[config.mk]
export PLATFORM = sky130hd
export DESIGN_NAME = carrier_acq_ctrl
export DESIGN_NICKNAME = d
export VERILOG_FILES = /design/src/rtl/carrier_acq_ctrl_pkg.sv /design/src/rtl/carrier_acq_ctrl_strobe_down_counter.sv /design/src/rtl/carrier_acq_ctrl.sv
export SDC_FILE = /design/constraint.sdc
export NUM_CORES = 1
export LEC_CHECK = 0
export CORE_UTILIZATION = 40
export CTS_BUF_LIST = sky130_fd_sc_hd__clkbuf_4
export CTS_CLUSTER_SIZE = 28
export DETAILED_ROUTE_END_ITERATION = 7
export GPL_TIMING_DRIVEN = 0
export MAX_ROUTING_LAYER = met4
export PLACE_DENSITY_LB_ADDON = 0.25
export SLEW_MARGIN = 0
export SYNTH_ARGS = -nofsm -noshare
export SYNTH_HDL_FRONTEND = slang
export SYNTH_SLANG_ARGS = --single-unit
[constraint.sdc]
create_clock -name clk -period 2 [get_ports clk]
set_input_delay 0.4 -clock clk [delete_from_list [all_inputs] [get_ports clk]]
set_output_delay 0.4 -clock clk [all_outputs]
set_load 0.01 [all_outputs]
[src/rtl/carrier_acq_ctrl_pkg.sv]
// Shared definitions for the carrier acquisition sequencer: acqState encodings
// (also used for status readback) and default counter width.
package carrier_acq_ctrl_pkg;

  typedef enum logic [1:0] {
    ACQ_IDLE   = 2'd0,
    ACQ_SWEEP  = 2'd1,
    ACQ_SETTLE = 2'd2,
    ACQ_TRACK  = 2'd3
  } acq_state_t;

  localparam int CNT_W_DEFAULT = 16;
  localparam int LOSS_W        = 16;
  localparam logic [LOSS_W-1:0] LOSS_MAX = '1;

  // Acquisition-side gains apply while the loop is searching.
  function automatic logic useAcqGains(input acq_state_t st);
    return (st == ACQ_IDLE) || (st == ACQ_SWEEP);
  endfunction

endpackage

[src/rtl/carrier_acq_ctrl_strobe_down_counter.sv]
// Loadable down counter that steps only on a strobe and sticks at zero.
import carrier_acq_ctrl_pkg::*;

module strobe_down_counter #(
  parameter int CNT_W = CNT_W_DEFAULT
) (
  input  logic             clk,
  input  logic             reset,
  input  logic             load,
  input  logic [CNT_W-1:0] loadVal,
  input  logic             strobe,
  output logic             isZero
);

  logic [CNT_W-1:0] count;

  assign isZero = (count == '0);

  // Load wins over decrement; never wraps below zero.
  always_ff @(posedge clk) begin
    if (reset)                 count <= '0;
    else if (load)             count <= loadVal;
    else if (strobe && !isZero) count <= count - CNT_W'(1);
  end

endmodule

[src/rtl/carrier_acq_ctrl.sv]
// Carrier loop acquisition/tracking sequencer (sweep -> settle -> track).
// Optional lock-loss statistic enabled by defining CARRIER_ACQ_STATS_EN.
import carrier_acq_ctrl_pkg::*;

module carrier_acq_ctrl #(
  parameter int CNT_W = CNT_W_DEFAULT
) (
  input  logic             clk,
  input  logic             reset,
  input  logic             enable,
  input  logic             loopEn,
  input  logic             carrierLock,
  input  logic [4:0]       acqLeadExp,
  input  logic [4:0]       acqLagExp,
  input  logic [4:0]       trkLeadExp,
  input  logic [4:0]       trkLagExp,
  input  logic [CNT_W-1:0] settleCount,
  input  logic [CNT_W-1:0] holdoffCount,
  output logic [4:0]       leadExp,
  output logic [4:0]       lagExp,
  output logic             sweepEnable,
  output logic             clearAccum,
  output logic [1:0]       acqState,
  output logic             trackLock,
  output logic [15:0]      lossCount
);

  acq_state_t       state, nxtState;
  logic             cntLoad, cntDec, cntZero;
  logic [CNT_W-1:0] cntLoadVal;

  assign acqState = state;

  // One counter serves both settle and holdoff: the two phases never overlap.
  strobe_down_counter #(.CNT_W(CNT_W)) uCnt (
    .clk     (clk),
    .reset   (reset),
    .load    (cntLoad),
    .loadVal (cntLoadVal),
    .strobe  (cntDec),
    .isZero  (cntZero)
  );

  always_comb begin
    nxtState   = state;
    cntLoad    = 1'b0;
    cntLoadVal = settleCount;
    cntDec     = 1'b0;
    if (!enable) begin
      nxtState = ACQ_IDLE;
    end else begin
      case (state)
        ACQ_IDLE:   nxtState = ACQ_SWEEP;
        ACQ_SWEEP:
          if (loopEn && carrierLock) begin
            nxtState   = ACQ_SETTLE;
            cntLoad    = 1'b1;
            cntLoadVal = settleCount;
          end
        ACQ_SETTLE:
          if (loopEn) begin
            if (!carrierLock) nxtState = ACQ_SWEEP;
            else if (cntZero) begin
              nxtState   = ACQ_TRACK;
              cntLoad    = 1'b1;
              cntLoadVal = holdoffCount;
            end else cntDec = 1'b1;
          end
        ACQ_TRACK:
          if (loopEn) begin
            if (carrierLock) begin
              cntLoad    = 1'b1;
              cntLoadVal = holdoffCount;
            end else if (cntZero) nxtState = ACQ_SWEEP;
            else cntDec = 1'b1;
          end
        default:    nxtState = ACQ_IDLE;
      endcase
    end
  end

  always_ff @(posedge clk) begin
    if (reset) begin
      state       <= ACQ_IDLE;
      leadExp     <= '0;
      lagExp      <= '0;
      sweepEnable <= 1'b0;
      clearAccum  <= 1'b0;
      trackLock   <= 1'b0;
    end else begin
      state       <= nxtState;
      leadExp     <= useAcqGains(nxtState) ? acqLeadExp : trkLeadExp;
      lagExp      <= useAcqGains(nxtState) ? acqLagExp  : trkLagExp;
      sweepEnable <= (nxtState == ACQ_SWEEP);
      clearAccum  <= enable && (state == ACQ_IDLE);
      trackLock   <= (nxtState == ACQ_TRACK);
    end
  end

`ifdef CARRIER_ACQ_STATS_EN
  logic enablePrev, lossEvt;

  assign lossEvt = enable && (state == ACQ_TRACK) && loopEn && !carrierLock && cntZero;

  always_ff @(posedge clk) begin
    if (reset) begin
      enablePrev <= 1'b0;
      lossCount  <= '0;
    end else begin
      enablePrev <= enable;
      if (enable && !enablePrev)              lossCount <= '0;
      else if (lossEvt && lossCount != LOSS_MAX) lossCount <= lossCount + 16'd1;
    end
  end
`else
  assign lossCount = '0;
`endif

endmodule

==> metrics.yaml, run 1 <==
ctsRootBufferMaster: "clkbuf_4"
reg2reg_depth: 8
max_slew_margin: 0.624
startpoint_type: "flop"
crit_fanout: 7
firstDrtPassIters: 5
grt_use_total: 0.274
skew_ps: 13.3
ys_seq_area_frac: 0.292
drcViolationCount: 0
cp.arrival_ps: 2260
netlist_top_cells_area: "dfxtp_1 29%, mux2i_1 6.1%, buf_4 6.0%"
grt-ovfl-total: 0
period_needed_ps: 2000
min_path_cells: 3
worstHoldStart: "loopEn"
p_leak_nw: 1.32
viasPerCell: 5.53
min_to: "acqState[0]"
numCtsBuffers: 5
setup_viol: 1
fmax_mhz: 500
slew_violations: 0
clk_path_buf_depth: 2
synth.distinct_cells: 58
required_ps: 2260
die_w_um: 74.9
tritoncts: "done"
yosys.area.top_type_share: 0.292
start_util: 0.416
hold_viol: 0
syn_inst: 255
final_nets: 425
yosys_warnings: 0
grt_pass1_vias: 2340
ys_ff_latch: 31
grt_pass1_wl_um: 11000
n_antenna_cell: 0
num_vias: 2418
placed_cell_area_sq_um: 2970
critPathCaptureType: "flop"
hp-class: "in -> reg"
drive_gt1_frac: 0.264
powerDensity_nw_per_um2: 467
synth.cell_area_sq_um: 2130
antenna_found_initial: 0
post-route-util: 0.665
portBuffers: 69
drtAntennaViolNets: 0
io_pins: 88
core_sq_um: 5110
clkTransAtPathRegs_ps: 110
tightest_slew_ps: 564
crit-reg2reg-launch: "uCnt.count[1]"
h-tree-depth: 2
holdBufCountCts: 0
yosys_most_used_dff: "dfxtp_1"
drt-initial-drc-count: 190
rows: 26
dieArea_sq_um: 5610
dp_slack_ps: -635
ir_worst_vdd_uv: 251
reg2reg_slack_ps: -0.01
cts.sinks: 31
synth-async-reset-ratio: 0
stdcell_area_sq_um: 3390
rr_endpoint: "acqState[1]"
detail_route.wl_per_cell_um: 16.2
synth_edf_count: 0
violations: "negative setup slack"
insertion_delay_ps: 350
drt-total-wl_um: 7090
grt_max_degree: 11
status: "complete, but fails checks"
area_delta_synth_final_pct: 59.7
dp_hpwl_um: 4640
dieHeight_um: 74.9
yosys.area.top_type: "dfxtp_1"
fin_crit_sh: 1.00
worst_slack_ps: -0.0109
rsz0062_at_grt: "true"
synth_area_per_cell_sq_um: 8.34
drv_cap: 0
gp_congestion: 0.911
crit_type: "reg -> reg"
-- sequential cells by signal, summed over array words and instances, names as in the netlist --
| register | flops |
|---|---|
| sweepEnable | 1 |
| clearAccum | 1 |
| leadExp | 5 |
| trackLock | 1 |
| acqState | 2 |
| uCnt.count | 16 |
| lagExp | 5 |
-- per-layer routing --
metal	share of wire	vias up	global-route usage
met4	0.032	0	0.115
met3	0.084	25	0.0562
met5	0	-	-
met1	0.40	1103	0.331
met2	0.49	138	0.444
li1	-	1152	-
-- area by class of cell --
| cell class | instances | area [sq um] |
|---|---|---|
| Inverter | 10 | 40.0 |
| Sequential cell | 31 | 628 |
| Tap cell | 70 | 87.6 |
| Clock inverter | 2 | 12.5 |
| Buffer | 30 | 210 |
| Multi-Input combinational cell | 195 | 1500 |
| Timing Repair Buffer | 93 | 875 |
| Clock buffer | 6 | 45.0 |
| Fill cell | 462 | 1710 |
-- cell families after synthesis --
family,Yosys count,share of synthesized area
other,1,0.00176
XOR/XNOR,5,0.0206
multiplexers,13,0.0612
adder cells (fa/ha/maj),2,0.0118
flip-flops,31,0.292
AO/OA/AOI/OAI,67,0.247
buffers and inverters,44,0.113
AND/OR/NAND/NOR,92,0.253
-- how the worst max path moves through the flow --
stage / end / slack (ps) / cells past startpoint / start
final: acqState[1] / -0.01 / 8 / uCnt.count[1]
after global placement: uCnt.count[1] / -660 / 9 / enable
after CTS: uCnt.count[11] / -50 / 6 / enable
after global routing: sweepEnable / -50 / 8 / uCnt.count[1]
after floorplan: uCnt.count[15] / -30 / 8 / uCnt.count[0]
after detailed placement: uCnt.count[10] / -640 / 9 / enable
-- what timing repair did --
| item | CTS | global route |
|---|---|---|
| pin swaps | 6 | 9 |
| setup endpoints to repair | 26 | 28 |
| cloned | 1 | 0 |
| endpoints found under the hold margin | 0 | 0 |
| resized for setup | 26 | 28 |
| setup buffers | 15 | 8 |
-- report_power, final --
group	switching [W]	internal [W]	total (W)
Sequential	0.0000206	0.000642	0.000662
Combinational	0.000242	0.000281	0.000523
Clock	0.000249	0.000149	0.000398
Total	0.000511	0.00107	0.00158
-- worst max-delay path, stage by stage (launching register included) --
cell and delay (ps):
dfxtp_2 350, inv_2 80, ha_4 140, or4b_4 530, a22o_1 230, a22oi_2 190, a21boi_4 110, buf_6 140
and2_4 150
-- layout by cell type (no fill, tap or decap), types with 4 or more instances in the layout --
master and count:
nand4b_1 4, inv_1 7, nand4_1 5, nand3_1 13, clkdlybuf4s50_1 69, o211ai_1 5, a211oi_1 12, conb_1 16
nand2_1 27, clkbuf_4 6, clkbuf_1 5, nor2_1 6, o21ai_0 10, mux2i_1 13, buf_4 42, and3_1 4
a21oi_1 4, buf_6 4, dfxtp_1 27, a221oi_2 6
-- synthesized netlist by cell type (2+ instances only) --
| cell | n |
|---|---|
| o211ai_1 | 5 |
| mux2i_1 | 13 |
| nand2b_1 | 2 |
| nand4_1 | 5 |
| a22oi_1 | 3 |
| a21oi_1 | 4 |
| nand3_1 | 13 |
| nor2_1 | 8 |
| dfxtp_1 | 31 |
| a211oi_1 | 12 |
| nor3_1 | 3 |
| nor3b_1 | 3 |
| ha_1 | 2 |
| xor2_1 | 3 |
| a221oi_1 | 9 |
| o2111ai_1 | 3 |
| and4_1 | 3 |
| and3_1 | 6 |
| o32ai_1 | 2 |
| buf_4 | 17 |
| and2_1 | 5 |
| nand2_1 | 27 |
| nand4b_1 | 4 |
| buf_2 | 9 |
| a311oi_1 | 2 |
| inv_1 | 9 |
| xnor2_1 | 2 |
| clkbuf_1 | 8 |
| o21ai_0 | 10 |
| a2111oi_2 | 2 |
| nor4_1 | 3 |
-- per-stage QoR --
step | TNS, ps | power, W | hold WS, ps | std cells
floorplan | -85.8 | 0.000901 | 469 | 270
global placement | -9990 | 0.00109 | 496 | 409
detailed placement | -10090 | 0.00109 | 503 | 409
CTS | -118 | 0.00154 | 466 | 432
global route | -634 | 0.00166 | 526 | 437
finish | -0.0109 | 0.00158 | 478 | 437
No activity file was read; power rests on OpenSTA's default activity.
==> run 2: changes to the inputs <==
--- a/config.mk
+++ b/config.mk
@@ -5,7 +5,8 @@
 export SDC_FILE = /design/constraint.sdc
 export NUM_CORES = 1
 export LEC_CHECK = 0
-export CORE_UTILIZATION = 40
+export ABC_AREA = 1
+export CORE_UTILIZATION = 41
 export CTS_BUF_LIST = sky130_fd_sc_hd__clkbuf_4
 export CTS_CLUSTER_SIZE = 28
 export DETAILED_ROUTE_END_ITERATION = 7
==> run 2 against run 1 <==
Maximum frequency rose by 2.9%. Register-to-register slack improved by 60 ps. Highest routed layer unchanged. Non-clock buffer count fell by 27. Sequential cell count did not move. Synthesized cell count rose by 50%. Cell count rose by 25%. Core utilization fell by 4.0 points. Critical path depth rose by 4. The flow now finishes without violations.
==> metrics.yaml, run 2 <==
status: "complete, no violations"
timing.hold.ws_ps: 496  # +18.9 ps
required_ps: 2220  # -40 ps
largest_registers: "uCnt.count x16, lagExp x5, leadExp x5"
min_to: "uCnt.count[0]"
reg2reg_depth: 12  # +4
ctsResizeCount: 0  # -100%
rsz0062_at_grt: "true"
worstHoldStart: "uCnt.count[0]"
grt_use_total: 0.225  # -0.0497
crit_type: "reg -> reg"
grt-ovfl-total: 0  # unchanged
grt_pass1_wl_um: 10500  # -4.8%
critPathCaptureType: "flop"
skew_ps: 16.8  # +3.52 ps
drtAntennaViolNets: 0  # unchanged
yosys.area.top_type: "dfxtp_1"
dp_slack_ps: -232  # +403 ps
mostFrequentLayoutCells: "100 x nand2_1, 71 x clkdlybuf4s50_1, 49 x nor2_1"
viasPerCell: 4.73  # -14%
insertion_delay_ps: 340  # about the same
synth_common_cells: "101 x nand2_1, 49 x nor2_1, 45 x inv_1"
area_delta_synth_final_pct: 42.5
firstDrtPassIters: 4  # -1
crit_start: "uCnt.count[0]"
cts_setup_buffers: 0  # -15
min_path_cells: 2  # -1
synth.distinct_cells: 30  # -48%
synth_area_per_cell_sq_um: 6.04  # -28%
synth_top_family_by_area: "simple AND/OR/NAND/NOR gates"
tritoncts: "done"
cp.arrival_ps: 2170  # -90 ps
dp_hpwl_um: 5020  # +8.2%
yosys.area.top_type_share: 0.269  # -0.0231
antenna_found_initial: 0  # unchanged
ir_worst_vdd_uv: 395  # +57%
largest_register_ffs: 16  # unchanged
synth_fa_ha_area_frac: 0.0108  # -0.000932
num_vias: 2584  # +6.9%
crit-reg2reg-launch: "uCnt.count[0]"
post-route-util: 0.624  # -0.0402
fin_total_pwr_w: 0.00178  # +12%
syn_inst: 382  # +50%
powerDensity_nw_per_um2: 540  # +16%
worst_slack_ps: 56.7  # +56.8 ps
hold_viol: 0  # unchanged
numCtsBuffers: 5  # unchanged
rr_endpoint: "leadExp[2]"
drv_cap: 0  # unchanged
layout_commonest_cell: "nand2_1"
placed_cell_area_sq_um: 3160  # +6.4%
synth_compound_area_frac: 0.122  # -0.125
synth.cell_area_sq_um: 2310  # +8.6%
gp_congestion: 0.920  # +0.98%
stdcell_area_sq_um: 3290  # -3.1%
n_antenna_cell: 0  # unchanged
ys_seq_area_frac: 0.269  # -0.0231
final_nets: 534  # +26%
h-tree-depth: 2  # unchanged
hp-class: "reg -> reg"
period_needed_ps: 1940  # -56.8 ps
synth-simple-area-share: 0.408  # +0.156
slew_violations: 0  # unchanged
max_flop_register: "uCnt.count"
start_util: 0.438  # +0.0218
drt-total-wl_um: 6290  # -11%
ctsRootBufferMaster: "clkbuf_4"
clkTransAtPathRegs_ps: 100  # about the same
portBuffers: 71  # +2.9%
yosys_most_used_dff: "dfxtp_1"
rows: 26  # unchanged
core_sq_um: 5270  # +3.2%
ys_ff_latch: 31  # unchanged
dieArea_sq_um: 5930  # +5.8%
setup_viol: 0  # -1
muxShareOfSynthArea: 0  # -0.0612
synthXorXnorAreaFrac: 0.0266  # +0.00596
dieHeight_um: 77.0  # +2.9%
p_leak_nw: 1.65  # +25%
drt-initial-drc-count: 143  # -25%
holdBufCountCts: 0  # unchanged
cts.sinks: 31  # unchanged
yosys_warnings: 0  # unchanged
netlist_top_cells_area: "dfxtp_1 27%, nand2_1 16%, nor2_1 8.0%"
startpoint_type: "flop"
drcViolationCount: 0  # unchanged
reg2reg_slack_ps: 60  # +60 ps
crit_fanout: 10  # +3
die_w_um: 77.0  # +2.9%
clk_path_buf_depth: 2  # unchanged
fillers: 554  # +20%
fin_crit_sh: 0.972  # -0.0284
synth_edf_count: 0  # unchanged
grt_pass1_vias: 2410  # +3.0%
detail_route.wl_per_cell_um: 11.5  # -29%
synth-async-reset-ratio: 0  # unchanged
grt_max_degree: 11  # unchanged
io_pins: 88  # unchanged
synth_most_common_cell: "nand2_1"
drive_gt1_frac: 0.120  # -0.145
fmax_mhz: 515  # +2.9%
==> run 2: cell count changes in the layout (fill, tap and decap cells not counted), sizes merged, moves of 11 or more <==
cell,previous run,this run
mux2i,13,0
nor2,8,62
a21oi,5,16
inv,9,47
o21ai,13,33
nand2,28,107
buf,49,23
nand3,13,34
a211oi,12,0
==> run 2: how the worst max path moves through the flow <==
stage	to	slack, ps	depth (start not counted)
after floorplan	lagExp[0]	450	12
after global placement	uCnt.count[15]	-190	11
after detailed placement	lagExp[3]	-230	9
after CTS	uCnt.count[14]	90	12
after global routing	lagExp[3]	-90	12
final	leadExp[2]	60	12
==> run 2: where the power goes <==
group	switching, W	internal [W]
clock network	0.000238	0.000404
logic	0.000239	0.000240
registers	0.0000141	0.000641
==> run 2: per-stage QoR <==
| stage | TNS, ps | instances |
|---|---|---|
| after floorplan | 0 | 397 |
| after global placement | -3790 | 538 |
| after detailed placement | -4500 | 538 |
| after CTS | 0 | 546 |
| after global routing | -592 | 546 |
| final | 0 | 546 |
==> run 2: cell families after synthesis <==
| group | Yosys count |
|---|---|
| flops | 31 |
| simple gates | 215 |
| buf+inv | 72 |
| fa+ha+maj | 2 |
| other cells | 1 |
| compound gates | 54 |
| xor+xnor | 7 |
==> run 2: cell type report <==
| cell class | instances | area (sq um) | area share |
|---|---|---|---|
| tap | 70 | 87.6 | 0.0266 |
| multi-input combinational | 294 | 1390 | 0.423 |
| inverter | 47 | 176 | 0.0536 |
| clock inverter | 2 | 60.1 | 0.0183 |
| timing repair buffer | 71 | 711 | 0.216 |
| clock buffer | 6 | 45.0 | 0.0137 |
| buffer | 25 | 198 | 0.0601 |
| sequential | 31 | 621 | 0.189 |
==> run 2: metal layers <==
metal,wire [um],GRT usage,up-vias
met1,2650,0.256,1112
met2,2990,0.388,100
met4,51,0.0509,0
met5,0,-,-
li1,-,-,1366
met3,596,0.0655,6
==> run 2: critical path, stage by stage, from the launching register on <==
cell	delay [ps]
dfxtp_1	340
inv_1	120
ha_1	200
nand2_1	80
nor3_1	220
nand3_2	190
o21ai_1	160
nand2_1	80
nand2_2	110
inv_2	50
buf_6	140
nor2_2	80
nor2_1	50
==> run 3: changes to the inputs <==
--- a/config.mk
+++ b/config.mk
@@ -13,7 +13,7 @@
 export GPL_TIMING_DRIVEN = 0
 export MAX_ROUTING_LAYER = met4
 export PLACE_DENSITY_LB_ADDON = 0.25
-export SLEW_MARGIN = 0
+export SLEW_MARGIN = 20
 export SYNTH_ARGS = -nofsm -noshare
 export SYNTH_HDL_FRONTEND = slang
 export SYNTH_SLANG_ARGS = --single-unit
==> results of run 3 <==
No change in the layout: final DEF, timing and power equal those of run 2.
